===== config.mk =====
export PLATFORM = sky130hd
export DESIGN_NAME = aes_s2mm_fsm
export DESIGN_NICKNAME = d
export VERILOG_FILES = /design/src/rtl/aes_s2mm_fsm.sv
export SDC_FILE = /design/constraint.sdc
export NUM_CORES = 1
export LEC_CHECK = 0
export CAP_MARGIN = 20
export CORE_MARGIN = 2
export CORE_UTILIZATION = 50
export CTS_CLUSTER_SIZE = 28
export DETAILED_ROUTE_END_ITERATION = 10
export MAX_ROUTING_LAYER = met4
export PLACE_DENSITY_LB_ADDON = 0.2
export SYNTH_ARGS = -nofsm -noshare
export SYNTH_HDL_FRONTEND = slang
export SYNTH_SLANG_ARGS = --single-unit

===== constraint.sdc =====
create_clock -name m_axi_mm2s_aclk -period 8.7 [get_ports m_axi_mm2s_aclk]
set_input_delay 2.175 -clock m_axi_mm2s_aclk [delete_from_list [all_inputs] [get_ports m_axi_mm2s_aclk]]
set_output_delay 2.175 -clock m_axi_mm2s_aclk [all_outputs]
set_load 0.02 [all_outputs]

===== src/rtl/aes_s2mm_fsm.sv =====
// aes_s2mm_fsm: serialises 128-bit AES result blocks into four 32-bit S2MM beats with sof/eof pulses.
// Build option AES_S2MM_BSWAP_EN byte-reverses every beat to match big-endian AES byte order.
module aes_s2mm_fsm #(
    parameter int C_M_AXIS_S2MM_TDATA_WIDTH = 32,
    parameter int C_AES_DATA_WIDTH          = 128,
    parameter     C_FAMILY                  = "virtex6"
) (
    input  logic                                   m_axi_mm2s_aclk,
    input  logic                                   s2mm_prmry_reset_out_n,
    input  logic [C_AES_DATA_WIDTH-1:0]            aes_out_data,
    input  logic                                   aes_out_valid,
    input  logic                                   aes_out_last,
    output logic                                   aes_out_ready,
    output logic [C_M_AXIS_S2MM_TDATA_WIDTH-1:0]   m_axis_s2mm_tdata,
    output logic [3:0]                             m_axis_s2mm_tkeep,
    output logic                                   m_axis_s2mm_tvalid,
    output logic                                   m_axis_s2mm_tlast,
    input  logic                                   m_axis_s2mm_tready,
    input  logic                                   aes_sts_ready,
    output logic                                   aes_s2mm_sof,
    output logic                                   aes_s2mm_eof,
    output logic [31:0]                            aes_s2mm_dbg
);

    if (C_M_AXIS_S2MM_TDATA_WIDTH != 32 || C_AES_DATA_WIDTH != 128) begin : g_bad_cfg
        $error("aes_s2mm_fsm (%s): only 32-bit beats of 128-bit blocks are supported", C_FAMILY);
    end

    typedef enum logic [2:0] {
        S_IDLE = 3'd0,
        S_DATA = 3'd1,
        S_WAIT = 3'd2,
        S_GAP  = 3'd3
    } state_t;

    state_t                        state, state_nxt;
    logic [1:0]                    word_cnt, word_cnt_nxt;
    logic [15:0]                   blk_cnt, blk_cnt_nxt;
    logic [1:0]                    gap_cnt, gap_cnt_nxt;
    logic                          blk_last, blk_last_nxt;
    logic                          sof_nxt, eof_nxt;
    logic [C_AES_DATA_WIDTH-1:0]   blk_q;
    logic [31:0]                   word;
    logic                          hs, last_word_hs, capture;

    assign hs           = m_axis_s2mm_tvalid & m_axis_s2mm_tready;
    assign last_word_hs = hs & (word_cnt == 2'd3);
    assign capture      = aes_out_valid & aes_out_ready;

    always_comb begin
        aes_out_ready = 1'b0;
        if (s2mm_prmry_reset_out_n) begin
            case (state)
                S_IDLE:  aes_out_ready = aes_sts_ready;
                S_WAIT:  aes_out_ready = 1'b1;
                S_DATA:  aes_out_ready = last_word_hs & ~blk_last;
                default: aes_out_ready = 1'b0;
            endcase
        end
    end

    always_comb begin
        state_nxt    = state;
        word_cnt_nxt = word_cnt;
        blk_cnt_nxt  = blk_cnt;
        gap_cnt_nxt  = gap_cnt;
        blk_last_nxt = blk_last;
        sof_nxt      = 1'b0;
        eof_nxt      = 1'b0;
        case (state)
            S_IDLE: begin
                if (capture) begin
                    sof_nxt     = 1'b1;
                    blk_cnt_nxt = 16'd1;
                    state_nxt   = S_DATA;
                end
            end
            S_DATA: begin
                if (hs) begin
                    if (word_cnt != 2'd3) begin
                        word_cnt_nxt = word_cnt + 2'd1;
                    end else if (blk_last) begin
                        eof_nxt     = 1'b1;
                        gap_cnt_nxt = 2'd2;
                        state_nxt   = S_GAP;
                    end else if (capture) begin
                        if (blk_cnt != 16'hFFFF) blk_cnt_nxt = blk_cnt + 16'd1;
                    end else begin
                        state_nxt = S_WAIT;
                    end
                end
            end
            S_WAIT: begin
                if (capture) begin
                    if (blk_cnt != 16'hFFFF) blk_cnt_nxt = blk_cnt + 16'd1;
                    state_nxt = S_DATA;
                end
            end
            S_GAP: begin
                // Hold off new frames until aes_sts_ready has caught up with the eof.
                gap_cnt_nxt = gap_cnt - 2'd1;
                if (gap_cnt <= 2'd1) state_nxt = S_IDLE;
            end
            default: state_nxt = S_IDLE;
        endcase
        if (capture) begin
            blk_last_nxt = aes_out_last;
            word_cnt_nxt = 2'd0;
        end
    end

    always_ff @(posedge m_axi_mm2s_aclk) begin
        if (!s2mm_prmry_reset_out_n) begin
            state        <= S_IDLE;
            word_cnt     <= 2'd0;
            blk_cnt      <= 16'd0;
            gap_cnt      <= 2'd0;
            blk_last     <= 1'b0;
            aes_s2mm_sof <= 1'b0;
            aes_s2mm_eof <= 1'b0;
        end else begin
            state        <= state_nxt;
            word_cnt     <= word_cnt_nxt;
            blk_cnt      <= blk_cnt_nxt;
            gap_cnt      <= gap_cnt_nxt;
            blk_last     <= blk_last_nxt;
            aes_s2mm_sof <= sof_nxt;
            aes_s2mm_eof <= eof_nxt;
        end
    end

    // Capture can never fire during reset because aes_out_ready is forced low.
    always_ff @(posedge m_axi_mm2s_aclk) begin
        if (capture) blk_q <= aes_out_data;
    end

    assign word = blk_q[{word_cnt, 5'd0} +: 32];

`ifdef AES_S2MM_BSWAP_EN
    assign m_axis_s2mm_tdata = {word[7:0], word[15:8], word[23:16], word[31:24]};
`else
    assign m_axis_s2mm_tdata = word;
`endif

    assign m_axis_s2mm_tkeep  = 4'hf;
    assign m_axis_s2mm_tvalid = (state == S_DATA);
    assign m_axis_s2mm_tlast  = (state == S_DATA) & (word_cnt == 2'd3) & blk_last;
    assign aes_s2mm_dbg       = {blk_cnt, 10'd0, word_cnt, 1'b0, state};

endmodule


Word-level counts from Yosys, hierarchy flattened. Index checks and enable logic that the tools add are counted.

Register bits: 154.

Shift-type cells: 1. Add/sub/neg operators: 3. Bitwise operators: 10. Equal/unequal tests: 14. Reduce and logical (&&, ||, !) cells: 11. Muxes and demuxes: 22. $lt $le $gt $ge: 1.

Operators by type and width (number): 128-bit by 8-bit indexed part select with 32-bit output (1); 16-bit 2-to-1 mux (6); 16-bit case mux with 3 select lines (1); 3-bit 2-to-1 mux (6); 16-bit by 1-bit adder with 16-bit output, second input constant (1); 16-bit != test, second input constant (1); 2-bit != test, second input constant (5); 5-bit AND reduction (2); 3-bit case mux with 3 select lines (1); 1-bit bitwise AND (6); 3-bit by 2-bit equality test with 1-bit output, second input constant (2); 2-bit 2-to-1 mux (3); 2-bit by 1-bit != test with 1-bit output, second input constant (3); 1-bit inverter (4); 2-bit case mux with 2 select lines (1); 4-bit AND reduction (1); 2-bit OR reduction (2); 4-bit OR reduction (1); 3-bit by 1-bit equality test with 1-bit output, second input constant (1); 3-bit logical NOT (1); 1-bit 2-to-1 mux (3); 3-bit != test, second input constant (1); 1-bit case mux with 3 select lines (1); 3-bit AND reduction (1); other kinds (7) (7).

Longest topological paths before layout. Gate-level depths: netlist of the first run.

Depth in word-level cells: 12. Gate-level depth with buffers: 11.

Worst setup path after synthesis of the first run. Ideal clock, no wire load.

Path kind: input-to-output. Start: in s2mm_prmry_reset_out_n. End: out aes_out_ready. Stages on the path: 3. Buffers on the path: 1. Setup slack: 3522 ps. Arrival time: 3003 ps. Cell sequence: buf_2 > inv_1 > a211oi_1.

Word-level cells in the longest chain between the ends: 1.

RTL lines: start: declaration (line 9) `input logic s2mm_prmry_reset_out_n,`; 1-bit 2-to-1 mux (line 52) `if (s2mm_prmry_reset_out_n) begin`; end: declaration (line 13) `output logic aes_out_ready,`.

No other way between the ends.

Worst setup path after layout of the first run. Same ends and word-level chain as after synthesis.

==> summary.md, run 1 <==
| Metric | Value |
|---|---|
| Bufs on Longest Clock Path | `2` |
| Post-CTS sizing | `0` |
| Worst-margin pin slew | `0.968 ns` |
| H-tree levels | `4` |
| Period utilisation layout | `0.708` |
| Fin. Hold Viols | `0` |
| Sequential fraction of the synthesis area | `0.691` |
| Postcts setup bufs | `0` |
| Max-slew violations | `0` |
| Internal power | `1.47 mW` |
| Post-Place Cells | `709` |
| NetSw | `0.517 mW` |
| Crit Path Class | `primary input to primary output` |
| Min cycle time layout | `6.16 ns` |
| First drt pass iteration count | `4` |
| Combinational group share of total power | `0.201` |
| DRT Wirelength | `13400 um` |
| Synth area leaders | `edfxtp_1 (61%), mux4_2 (11%), dfxtp_1 (8.0%), mux2i_1 (2.5%), buf_4 (2.1%)` |
| P_leak | `2.95 nW` |
| Starting density of the core | `0.517` |
| R2R Setup Slk | `4.84 ns` |
| Power Density | `225 nW/um^2` |
| Vias in the first global route | `4006` |
| Reg-to-Reg Start | `word_cnt[1]` |
| Synthesized flop and latch total | `153` |
| Share of Yosys cell area claimed by the top area cell type | `0.611` |
| Commonest cells after routing, fill and taps aside | `clkdlybuf4s50_1 (190), edfxtp_1 (128), mux4_2 (32), nand2_1 (27), dfxtp_1 (23)` |
| # hold bufs at CTS | `0` |
| Io pins | `207` |
| Die area | `13500 sq um` |
| Register share of total power | `0.444` |
| Area growth, synth to finish | `40.3%` |
| Cell Count, Final, Fillers Out | `741` |
| DRC viols | `0` |
| Port buffer count | `190` |
| Total global routing overflow | `0` |
| Setup tns final | `0 ns` |
| Hold path depth | `2` |
| Site Rows | `40` |
| Worst EP arrival | `3.99 ns` |
| Max transition margin | `0.354` |
| Latest clock arrival within the worst-skew pair | `0.41 ns` |
| Worst VDD drop | `0.146 mV` |
| Setup Skew | `0.00742 ns` |
| Min-Delay Path Class | `flop to flop` |
| GPL Wtd Cong | `0.840` |
| Via-per-instance ratio | `5.18` |
| Avg WL per Cell | `18.1 um` |
| Endpoint, Worst Hold | `blk_cnt[10]` |
| Area leader, netlist | `edfxtp_1` |
| Total track usage | `0.211` |
| Inserted Diodes | `0` |
| Sink Count | `153` |
| Largest net degree at the start of global routing | `76` |
| CTS tree | `done` |
| Final ANT Viol Nets | `0` |
| Synth warn | `0` |
| Status | `finished, final reports clean` |
| Mapped Area | `6290 sq um` |
| Post-synth EDFFs | `128` |
| Ys async rst share | `0` |
| Die Y | `116 um` |
| HPWL after DPL | `9020 um` |
| Synthesized instance count | `367` |
| Hold wc startpoint | `blk_cnt[10]` |
| Final Setup Violations | `0` |
| Worst r2r path cells | `8` |
| Via count | `3837` |
| Layout cells sized above 1 | `0.134` |
| Clock-pin slew on the worst setup and hold paths | `0.06 ns` |
| Fmax | `0.162 GHz` |
| Crit start category | `primary input` |
| Avg Cell Area, Syn | `17.1 sq um` |
| Max_cap viols | `0` |
| Reg-to-reg critical path endpoint | `state[1]` |
| First-pass GRT wire length | `20400 um` |
| CP required | `6.53 ns` |
| CP startpoint | `s2mm_prmry_reset_out_n` |
| Commonest non-fill, non-tap cell in the layout | `clkdlybuf4s50_1` |
| CP endpoint kind | `primary output` |
| Cts bufs inserted | `17` |
| Crit-path max FO | `11` |
| RSZ-0062 raised after global routing | `no` |
| Area of the core | `12200 sq um` |
| Synth cell types | `43` |
| Starting DRT DRC Count | `204` |
| Initial antenna violation count | `0` |
| Main synth FF type | `edfxtp_1` |
| Clk root buf | `clkbuf_16` |
| Clock power frac | `0.356` |
| DIE WIDTH | `116 um` |
| Nets | `703` |
| Sw frac | `0.261` |
## kinds of logic after synthesis
family	Yosys count	share of synthesized area
xor gates and xnor gates	1	0.00139
other	2	0.00119
and+or+nand+nor	82	0.0715
buffers and inverters	39	0.0404
DFF	153	0.691
adders and majority gates	9	0.0179
AOI/OAI and AO/OA	33	0.0364
muxes	48	0.140
## routing by layer
| metal | global-route usage | part of all wire | vias up |
|---|---|---|---|
| met3 | 0.0742 | 0.081 | 19 |
| li1 | - | - | 1786 |
| met2 | 0.353 | 0.52 | 154 |
| met1 | 0.231 | 0.38 | 1878 |
| met5 | - | 0 | - |
| met4 | 0.0865 | 0.018 | 0 |
## cell usage after synthesis (2+ instances only)
master,n
a21oi_1,16
a21oi_2,3
and2_1,3
and3_1,2
and3_2,3
and4_1,2
buf_2,5
buf_4,18
buf_6,3
clkbuf_1,5
conb_1,2
dfxtp_1,25
edfxtp_1,128
ha_1,9
inv_1,6
mux2i_1,16
mux4_2,32
nand2_1,27
nand2b_1,9
nand3_1,12
nand3b_1,4
nand4_1,6
nor2_1,4
o21ai_0,4
or2b_1,5
## flip-flops by register name, indices dropped and copies added, names as in the netlist
register / flops
aes_s2mm_eof: 1
blk_last: 1
blk_cnt: 16
word_cnt: 2
state: 2
blk_q: 128
aes_s2mm_sof: 1
gap_cnt: 2
## through the flow
| stage | hold slack (ns) | worst slack (ns) | utilization | power, mW | area, sq um |
|---|---|---|---|---|---|
| floorplan | 0.470 | 3.52 | - | 1.15 | 6340 |
| global placement | 0.462 | 2.60 | 0.678 | 1.28 | 8240 |
| detailed placement | 0.471 | 2.57 | 0.678 | 1.29 | 8240 |
| CTS | 0.479 | 2.55 | 0.725 | 2.01 | 8820 |
| global route | 0.509 | 2.43 | 0.725 | 2.07 | 8820 |
| finish | 0.480 | 2.54 | 0.725 | 1.99 | 8820 |
## power groups by stage
| stage | Combinational [mW] | Sequential, mW | Clock, mW |
|---|---|---|---|
| floorplan | 0.258 | 0.894 | 0 |
| global placement | 0.390 | 0.893 | 0 |
| detailed placement | 0.398 | 0.896 | 0 |
| CTS | 0.402 | 0.882 | 0.723 |
| global route | 0.432 | 0.887 | 0.749 |
| finish | 0.399 | 0.881 | 0.706 |
## cell type report
type | count | area, sq um
inverter | 7 | 28.8
clock buffer | 17 | 425
sequential | 153 | 4350
fill | 809 | 3340
tap | 168 | 210
clock inverter | 15 | 151
multi-input combinational | 189 | 1740
timing repair buffer | 192 | 1920
## worst max-delay path, stage by stage
cell	delay, ns
clkdlybuf4s50_1	0.67
inv_1	0.25
a211oi_1	0.25
clkdlybuf4s50_1	0.65
## worst max path at each step
stage               depth (start not counted)  slack (ns)            end
finish                                      4        2.54  aes_out_ready
CTS                                         4        2.55  aes_out_ready
global route                                4        2.43  aes_out_ready
global placement                            4        2.60  aes_out_ready
detailed placement                          4        2.57  aes_out_ready
floorplan                                   3        3.52  aes_out_ready
Note: power is estimated with default switching activity, not from simulation.
==> inputs of run 2 (changes only) <==
CORE_UTILIZATION = 42   (was 50)
clock period = 5 ns   (was 8.7 ns; I/O delays follow)
==> run 2 against run 1 <==
Net effect:
- largest power group unchanged
- critical path type unchanged
- final cell count grew 2.6%
- sequential cell count is the same
- clock skew grew 0.00071 ns
- routed wire length shrank 2.9%
- largest cell class unchanged
- sequential power grew 74%
- utilization shrank 11 points
- critical endpoint unchanged
- global-route usage shrank 3.9 points
- non-clock buffer count grew 2
- setup slack lost 1.8 ns
- worst hold slack gained 0.0075 ns
- count of clock-buffer cells in the layout grew 1
==> summary.md, run 2 (synthesis gave the netlist of run 1 again) <==
| Metric | Value |
|---|---|
| Status | `finished, final reports clean` |
| Max-slew violations | `0` |
| Internal power | `2.81 mW` |
| Period utilisation layout | `0.861` |
| Number of flip-flops under the largest register name | `128` |
| Fmax | `0.232 GHz` |
| Via count | `3750` |
| # hold bufs at CTS | `0` |
| Crit Path Class | `primary input to primary output` |
| Post-Place Cells | `727` |
| CP required | `3.75 ns` |
| DIE WIDTH | `126 um` |
| Regs by FF count | `blk_q (128), blk_cnt (16)` |
| Endpoint, Worst Hold | `blk_cnt[7]` |
| H-tree levels | `4` |
| DRC viols | `0` |
| Worst EP arrival | `3.06 ns` |
| Setup Skew | `0.00813 ns` |
| Crit start category | `primary input` |
| CTS tree | `done` |
| Port buffer count | `190` |
| Largest net degree at the start of global routing | `103` |
| HPWL after DPL | `8820 um` |
| First-pass GRT wire length | `20300 um` |
| Power Density | `412 nW/um^2` |
| Min-Delay Path Class | `flop to flop` |
| Slowest-stage cell, CP | `clkdlybuf4s50_1` |
| Worst VDD drop | `0.235 mV` |
| Max_cap viols | `0` |
| Initial antenna violation count | `1` |
| Max stage delay on crit path | `0.67 ns` |
| Worst r2r path cells | `8` |
| Worst-margin pin slew | `0.906 ns` |
| Commonest non-fill, non-tap cell in the layout | `clkdlybuf4s50_1` |
| Clock power frac | `0.398` |
| Fin Hold WS | `0.487 ns` |
| Reg-to-Reg Start | `word_cnt[0]` |
| CP endpoint kind | `primary output` |
| Max transition margin | `0.396` |
| Bufs on Longest Clock Path | `2` |
| Avg WL per Cell | `17.1 um` |
| Nets | `705` |
| RSZ-0062 raised after global routing | `no` |
| Final ANT Viol Nets | `0` |
| Io pins | `207` |
| Finished Core Util | `0.615` |
| Clock-pin slew on the worst setup and hold paths | `0.06 ns` |
| Hold path depth | `2` |
| Postcts setup bufs | `0` |
| Cts bufs inserted | `17` |
| GPL Wtd Cong | `0.828` |
| Vias in the first global route | `3890` |
| Post-CTS sizing | `0` |
| First drt pass iteration count | `4` |
| Area of the core | `14600 sq um` |
| Post-Place Worst Slack | `0.708 ns` |
| Total power | `3.69 mW` |
| Area growth, synth to finish | `42.7%` |
| Sw frac | `0.240` |
| Min cycle time layout | `4.31 ns` |
| Commonest cells after routing, fill and taps aside | `clkdlybuf4s50_1 (190), edfxtp_1 (128), mux4_2 (32), nand2_1 (27), dfxtp_1 (23)` |
| Total track usage | `0.172` |
| Hold wc startpoint | `blk_cnt[7]` |
| Sink Count | `153` |
| CP Cell Sequence | `clkdlybuf4s50_1 > inv_1 > a211oi_1 > clkdlybuf4s50_1` |
| R2R Setup Slk | `2.04 ns` |
| Site Rows | `44` |
| NetSw | `0.888 mW` |
| Fin. Hold Viols | `0` |
| Final Setup Violations | `0` |
| Die Y | `126 um` |
| Register share of total power | `0.415` |
| Biggest register | `blk_q` |
| Post-layout instance area | `8970 sq um` |
| Setup ws final | `0.693 ns` |
| Crit-path max FO | `11` |
| Placed Area | `8290 sq um` |
| Starting DRT DRC Count | `265` |
| P_leak | `3.03 nW` |
| Cell Count, Final, Fillers Out | `760` |
| Combinational group share of total power | `0.187` |
| DRT Wirelength | `13000 um` |
| Clk root buf | `clkbuf_16` |
| # fillers | `1085` |
| Setup tns final | `0 ns` |
| Die area | `16000 sq um` |
| Layout cells sized above 1 | `0.136` |
| Total global routing overflow | `0` |
| Via-per-instance ratio | `4.93` |
| Cell mode on critical path | `clkdlybuf4s50_1` |
| Starting density of the core | `0.431` |
| Latest clock arrival within the worst-skew pair | `0.42 ns` |
| Reg-to-reg critical path endpoint | `state[0]` |
==> run 2: power groups by stage <==
stage	clock (mW)	combinational (mW)	sequential [mW]
final	1.47	0.692	1.53
after global routing	1.56	0.753	1.54
after CTS	1.50	0.700	1.54
after detailed placement	0	0.696	1.56
after global placement	0	0.685	1.56
after floorplan	0	0.448	1.56
==> run 2: cell type report <==
| class | instances | area, sq um | area share |
|---|---|---|---|
| diodes | 1 | 2.50 | 0.000279 |
| clock buffers | 18 | 429 | 0.0478 |
| clock inverters | 14 | 250 | 0.0279 |
| inverters | 7 | 28.8 | 0.00321 |
| multi-input cells | 189 | 1740 | 0.194 |
| flip-flops and latches | 153 | 4350 | 0.484 |
| well taps | 184 | 230 | 0.0257 |
| repair buffers | 194 | 1940 | 0.217 |
==> run 2: worst max path at each step <==
stage / to / cells past startpoint / startpoint / slack, ns
final: aes_out_ready / 4 / s2mm_prmry_reset_out_n / 0.69
after detailed placement: aes_out_ready / 4 / s2mm_prmry_reset_out_n / 0.71
after floorplan: blk_cnt[5] / 8 / m_axis_s2mm_tready / 1.11
after global routing: aes_out_ready / 4 / s2mm_prmry_reset_out_n / 0.62
after global placement: aes_out_ready / 4 / s2mm_prmry_reset_out_n / 0.73
after CTS: aes_out_ready / 4 / s2mm_prmry_reset_out_n / 0.69
==> run 2: worst max-delay path: cells and delay by family <==
family / cells / cell delay, ns
AO/OA/AOI/OAI: 1 / 0.25
buffers and inverters: 3 / 1.55
==> run 2: metal layers <==
metal | wire (um) | GRT usage | share of wire | vias to the layer above
met5 | 0 | - | 0 | -
met4 | 165 | 0.0601 | 0.013 | 0
met3 | 857 | 0.0641 | 0.066 | 13
met2 | 6550 | 0.269 | 0.50 | 128
met1 | 5430 | 0.208 | 0.42 | 1819
li1 | - | - | - | 1790
==> inputs of run 3 (changes only) <==
CTS_CLUSTER_SIZE = not set   (was 28)
SKIP_CTS_REPAIR_TIMING = 1   (was not set)
==> results of run 3 <==
The final DEF is identical to that of run 2; final timing and power are the same.
